==> config.mk <==
export PLATFORM = sky130hd
export DESIGN_NAME = trace_readout_controller
export DESIGN_NICKNAME = d
export VERILOG_FILES = /design/src/rtl/trace_readout_controller.sv
export SDC_FILE = /design/constraint.sdc
export NUM_CORES = 1
export LEC_CHECK = 0
export BUFFER_PORTS_ARGS = -buffer_cell sky130_fd_sc_hd__buf_2
export CAP_MARGIN = 20
export CORE_ASPECT_RATIO = 1.1
export CORE_MARGIN = 3
export CORE_UTILIZATION = 50
export DETAILED_ROUTE_END_ITERATION = 12
export GPL_TIMING_DRIVEN = 0
export PLACE_DENSITY = 0.76
export SYNTH_ARGS = -nofsm -noshare
export SYNTH_HDL_FRONTEND = slang
export SYNTH_SLANG_ARGS = --single-unit
==> constraint.sdc <==
create_clock -name clk -period 2 [get_ports clk]
set_input_delay 0.6 -clock clk [delete_from_list [all_inputs] [get_ports clk]]
set_output_delay 0.6 -clock clk [all_outputs]
set_load 0.05 [all_outputs]
==> src/rtl/trace_readout_controller.sv <==
// Read-side sequencer for the circular trace buffer: snapshots the write pointer,
// walks the buffer oldest-to-newest and aligns rvalid/rlast with the RAM read latency.
module trace_readout_controller #(
    parameter int ADDR_WIDTH  = 4,
    parameter int RAM_LATENCY = 1
) (
    input  logic                  clk,
    input  logic                  reset,
    input  logic                  start,
    input  logic [ADDR_WIDTH-1:0] waddr,
    input  logic                  wrapped,
    input  logic                  read_enable,
    output logic [ADDR_WIDTH-1:0] raddr,
    output logic                  ram_re,
    output logic                  rvalid,
    output logic                  rlast,
    output logic                  busy,
    output logic                  done,
    output logic [1:0]            fsm_state
);

    localparam int DEPTH = 2 ** ADDR_WIDTH;
    localparam logic [ADDR_WIDTH:0] DEPTH_COUNT = (ADDR_WIDTH + 1)'(DEPTH);
    localparam logic [ADDR_WIDTH:0] ONE_COUNT   = (ADDR_WIDTH + 1)'(1);
    localparam logic [ADDR_WIDTH-1:0] ONE_ADDR  = ADDR_WIDTH'(1);

    // Handshake: one beat is issued per cycle in which ram_re is high; ram_re
    // is READ & read_enable, and each beat emerges RAM_LATENCY cycles later as
    // rvalid (with rlast on the final beat). There is no back-pressure on rvalid.

    typedef enum logic [1:0] {
        IDLE  = 2'd0,
        READ  = 2'd1,
        DRAIN = 2'd2
    } state_t;

    state_t state;
    state_t state_next;

    logic [ADDR_WIDTH:0]    remaining;
    logic [ADDR_WIDTH:0]    snap_count;
    logic                   empty_done;
    logic                   last_beat;
    logic                   accept_start;
    logic [RAM_LATENCY-1:0] valid_pipe;
    logic [RAM_LATENCY-1:0] last_pipe;

    assign snap_count   = wrapped ? DEPTH_COUNT : {1'b0, waddr};
    assign accept_start = (state == IDLE) && start;
    assign ram_re       = (state == READ) && read_enable;
    assign last_beat    = ram_re && (remaining == ONE_COUNT);

    assign rvalid    = valid_pipe[RAM_LATENCY-1];
    assign rlast     = last_pipe[RAM_LATENCY-1];
    assign busy      = (state != IDLE);
    assign done      = empty_done || ((state == DRAIN) && rlast);
    assign fsm_state = state;

    always_comb begin
        state_next = state;
        case (state)
            IDLE: begin
                if (start && (snap_count != '0)) begin
                    state_next = READ;
                end
            end
            READ: begin
                if (last_beat) begin
                    state_next = DRAIN;
                end
            end
            DRAIN: begin
                // The tagged last beat leaving the pipe means nothing else is in flight.
                if (rlast) begin
                    state_next = IDLE;
                end
            end
            default: state_next = IDLE;
        endcase
    end

    always_ff @(posedge clk) begin
        if (reset) begin
            state <= IDLE;
        end else begin
            state <= state_next;
        end
    end

    always_ff @(posedge clk) begin
        if (reset) begin
            raddr      <= '0;
            remaining  <= '0;
            empty_done <= 1'b0;
        end else begin
            empty_done <= accept_start && (snap_count == '0);
            if (accept_start) begin
                // Oldest sample sits at the write pointer once the buffer has wrapped.
                raddr     <= wrapped ? waddr : '0;
                remaining <= snap_count;
            end else if (ram_re) begin
                raddr     <= raddr + ONE_ADDR;
                remaining <= remaining - ONE_COUNT;
            end
        end
    end

    always_ff @(posedge clk) begin
        if (reset) begin
            valid_pipe <= '0;
            last_pipe  <= '0;
        end else begin
            for (int i = RAM_LATENCY - 1; i > 0; i--) begin
                valid_pipe[i] <= valid_pipe[i-1];
                last_pipe[i]  <= last_pipe[i-1];
            end
            valid_pipe[0] <= ram_re;
            last_pipe[0]  <= last_beat;
        end
    end

endmodule

==> flow_results.org <==
** Power and ir drop
- Of the total power, combinational logic draws 30.2%.
- Net switching is 35.2% of the power.
- P_leak :: 0.422 nW
- Worst VDD drop :: 0.352 mV
- Switching power summed over all nets :: 0.241 mW
- Sequential cells account for 46.4% of the total power.
- Cell internal power dissipation :: 0.444 mW
- The share of total power dissipated in the clock network is 23.4%.
- Power per cell area :: 749 nW/um2

** Detailed routing
- The pre-antenna-repair detailed-routing pass consisted of 4 iterations.
- Total wire length :: 1.87 mm
- Antenna viol nets, final :: 0
- Routed length per instance :: 14.2 um
- Via count :: 769
- Dividing the detail-routed via count by the number of cells gives 5.83.
- The first routing iteration left 22 violations.
- In the routed design, unresolved DRC markers number 0.

** Finish
- Synth-to-layout area growth :: 21.2%
- The repair_antennas step left the layout with diodes totalling 0.
- Core utilization of the finished layout :: 65.3%
- The multi-input combinational cells in the finished layout cover a total of 409 um2.
- The filler cells instantiated in the layout total 129.
- Register cell area after layout :: 280 um2
- Total number of nets in the final design :: 130
- Share of post-route cells with drive strength above 1 :: 29.3%

** STA
- Tmin final :: 1900 ps
- Final Hold Violating Endpoints :: 0
- The final critical path takes up 94.8% of the cycle.
- Unrepaired setup endpoints after global routing :: no
- Clock skew on the completed layout was measured at 4.30 ps.
- Headroom to the max-slew limit :: 61.8%
- The final count of pins violating max slew is 0.
- Final-layout setup total negative slack :: 0 ps
- Maximum operating frequency :: 0.527 GHz
- Setup violations remaining at the end of the flow were counted as 0.
- For the pin with the worst max-slew slack, the measured transition is 564 ps.

** Clock tree
- Reg clk slew, reported paths :: 80 ps
- CTS built an H-tree with a depth of 1.
- Buffer cell driving the clock tree root :: sky130_fd_sc_hd__clkbuf_4
- TritonCTS built the clock tree.
- For this design, the sink count on the clock tree is 14.
- The later pin in the worst-skew pair is clocked with a latency of 280 ps.
- Maximum number of buffers from clock root to sink :: 2
- For this design, the CTS-stage hold fixing added 0 buffers.
- In this run, CTS created clock tree buffers numbering 3.

** Logic synthesis
- When the netlist entered floorplanning its net count stood at 104.
- After synthesis, the share of flip-flops with an asynchronous set or reset is 0%.
- Count of unique library cells instantiated by Yosys :: 34
- The biggest area contributor in the post-synthesis netlist is sky130_fd_sc_hd__dfxtp_1.
- The cell count after synthesis came out at 92.
- Yosys instantiated no cell more often than sky130_fd_sc_hd__dfxtp_1.
- Share of the synthesized area in the top cell type :: 37.1%
- Commonest cells in the synthesized netlist :: 14 x sky130_fd_sc_hd__dfxtp_1, 13 x sky130_fd_sc_hd__a21oi_1, 9 x sky130_fd_sc_hd__nor2_1, 7 x sky130_fd_sc_hd__inv_1
- The average instance in the mapped netlist occupies 8.20 um2.
- Top_reg_cell synth :: sky130_fd_sc_hd__dfxtp_1
- Counting flops and latches in the post-synthesis netlist gives 14.
- Syn Std Cell Area :: 754 um2
- Dominant cells by area after synthesis :: sky130_fd_sc_hd__dfxtp_1 37%, sky130_fd_sc_hd__a21oi_1 8.6%, sky130_fd_sc_hd__ha_1 5.0%
- Warnings from Yosys :: 0
- In this run, synthesis inferred 0 flip-flops with an integrated enable.
- Sequential cells were found to cover 37.1% of the synthesized design area.

** Floorplan
- Number of rows in the core area :: 14
- Die area :: 2010 um2
- Std-Cell Core Area :: 1400 um2
- Floorplan die height :: 46.7 um
- IO Pins :: 20
- Once the floorplan was initialized, standard cells occupied 53.8% of the core.
- Width of the chip :: 43.0 um

** Setup path
- Crit-path max FO :: 10
- Data arrives at the worst endpoint at 1300 ps.
- Required time worst endpoint :: 1400 ps
- Type of destination of the critical path :: primary output
- The worst setup path is launched from a flop.
- The critical path is of the flop to primary output type.

** Place
- Port Buffers :: 18
- Detailed placement ended at an HPWL of 1.37 mm.
- At the end of routability-driven placement, the weighted congestion stood at 0.865.

** GRT
- Pin count of the biggest net entering global routing :: 11
- Wire length of the first global-routing pass :: 2.93 mm
- For this run the aggregate overflow at the end of global routing stands at 0.
- Vias in the first global route :: 661
- All-Layer GR Usage :: 19.8%
- The number of antenna violations at the first check in global routing is 0.

** Run status
- The flow ran to the end, and the final reports show no timing, DRC or antenna violations.

** Worst hold path
- Class of the tightest hold or removal check :: flop to flop

** Flow run
- Max-cap violations in this run came to 0.
-- what timing repair did --
action | in CTS | in global routing
setup buffers | 0 | 3
endpoints found under the setup margin | 0 | 1
resized for setup | 0 | 3
-- per-stage QoR --
stage | cell area, um2 | cells | total power, mW | setup WS, ps | hold slack, ps
after floorplan | 756 | 92 | 0.471 | 151 | 462
after detailed placement | 866 | 126 | 0.523 | 90.3 | 475
after global placement | 866 | 126 | 0.516 | 79.1 | 469
after CTS | 888 | 129 | 0.673 | 16.7 | 493
after global routing | 915 | 132 | 0.717 | 22.1 | 507
final | 915 | 132 | 0.685 | 104 | 495
-- power groups by stage --
stage | Sequential (mW) | Clock (mW) | Combinational (mW)
global placement | 0.322 | 0 | 0.194
CTS | 0.318 | 0.157 | 0.199
detailed placement | 0.324 | 0 | 0.199
global route | 0.321 | 0.171 | 0.226
floorplan | 0.356 | 0 | 0.115
finish | 0.318 | 0.160 | 0.207
-- per-layer routing --
layer	vias up	part of all wire, %	GRT usage (%)
li1	381	-	-
met1	358	45	25.7
met2	26	47	32.6
met3	4	6.3	2.30
met4	0	2.0	10.8
met5	-	0	0
-- cell type report --
class / count / area share [%]
clock buffer: 3 / 2.46
buffer: 5 / 3.83
tap: 16 / 2.19
multi-input combinational: 65 / 44.7
sequential: 14 / 30.6
timing repair buffer: 21 / 12.6
inverter: 8 / 3.56
-- critical path, stage by stage (launching register included) --
cell and delay (ps):
sky130_fd_sc_hd__dfxtp_1 320, sky130_fd_sc_hd__buf_6 130, sky130_fd_sc_hd__nand3b_1 250, sky130_fd_sc_hd__inv_4 120, sky130_fd_sc_hd__buf_4 200
-- cell families (layout without fill, tap and decap cells) --
family                     Yosys count  in the layout  share of synthesized area, %
AOI/OAI and AO/OA                   27             27                          23.2
DFF                                 14             14                          37.1
buffers and inverters               13             37                          8.62
xor gates and xnor gates             1              1                          1.16
and+or+nand+nor                     34             34                          24.9
adders and majority gates            3              3                          4.98
-- cells in the final DEF (no fill, tap or decap), drive strengths merged --
cell and instances:
or4b 1, a211oi 2, ha 3, xnor2 1, nor3 2, a31o 3
nand3 3, a21oi 14, nand3b 1, nor2 9, nand2b 2, or3b 1
o22ai 1, buf 25, or2 1, nor3b 1, and3 3, o21ai 2
dfxtp 14, clkbuf 4, and2 1, inv 8, a2bb2oi 1, a31oi 1
nand2 4, a2111oi 1, nor4 4, o32a 1, nor4b 1, a311o 1
-- sequential cells by signal (all words and copies together), names as in the netlist --
| register | count |
|---|---|
| raddr | 4 |
| empty_done | 1 |
| remaining | 5 |
| fsm_state | 2 |
| rvalid | 1 |
| rlast | 1 |
-- worst paths after layout --
kind                                    from  slack [ps]            to  depth (start not counted)
worst max register to register  remaining[0]         460  fsm_state[0]                          5
worst min-delay path                raddr[2]         500      raddr[2]                          2
worst min register to register      raddr[2]         500      raddr[2]                          2
worst max-delay path            fsm_state[1]         100        ram_re                          4
Power figures use the tool's default switching activity.
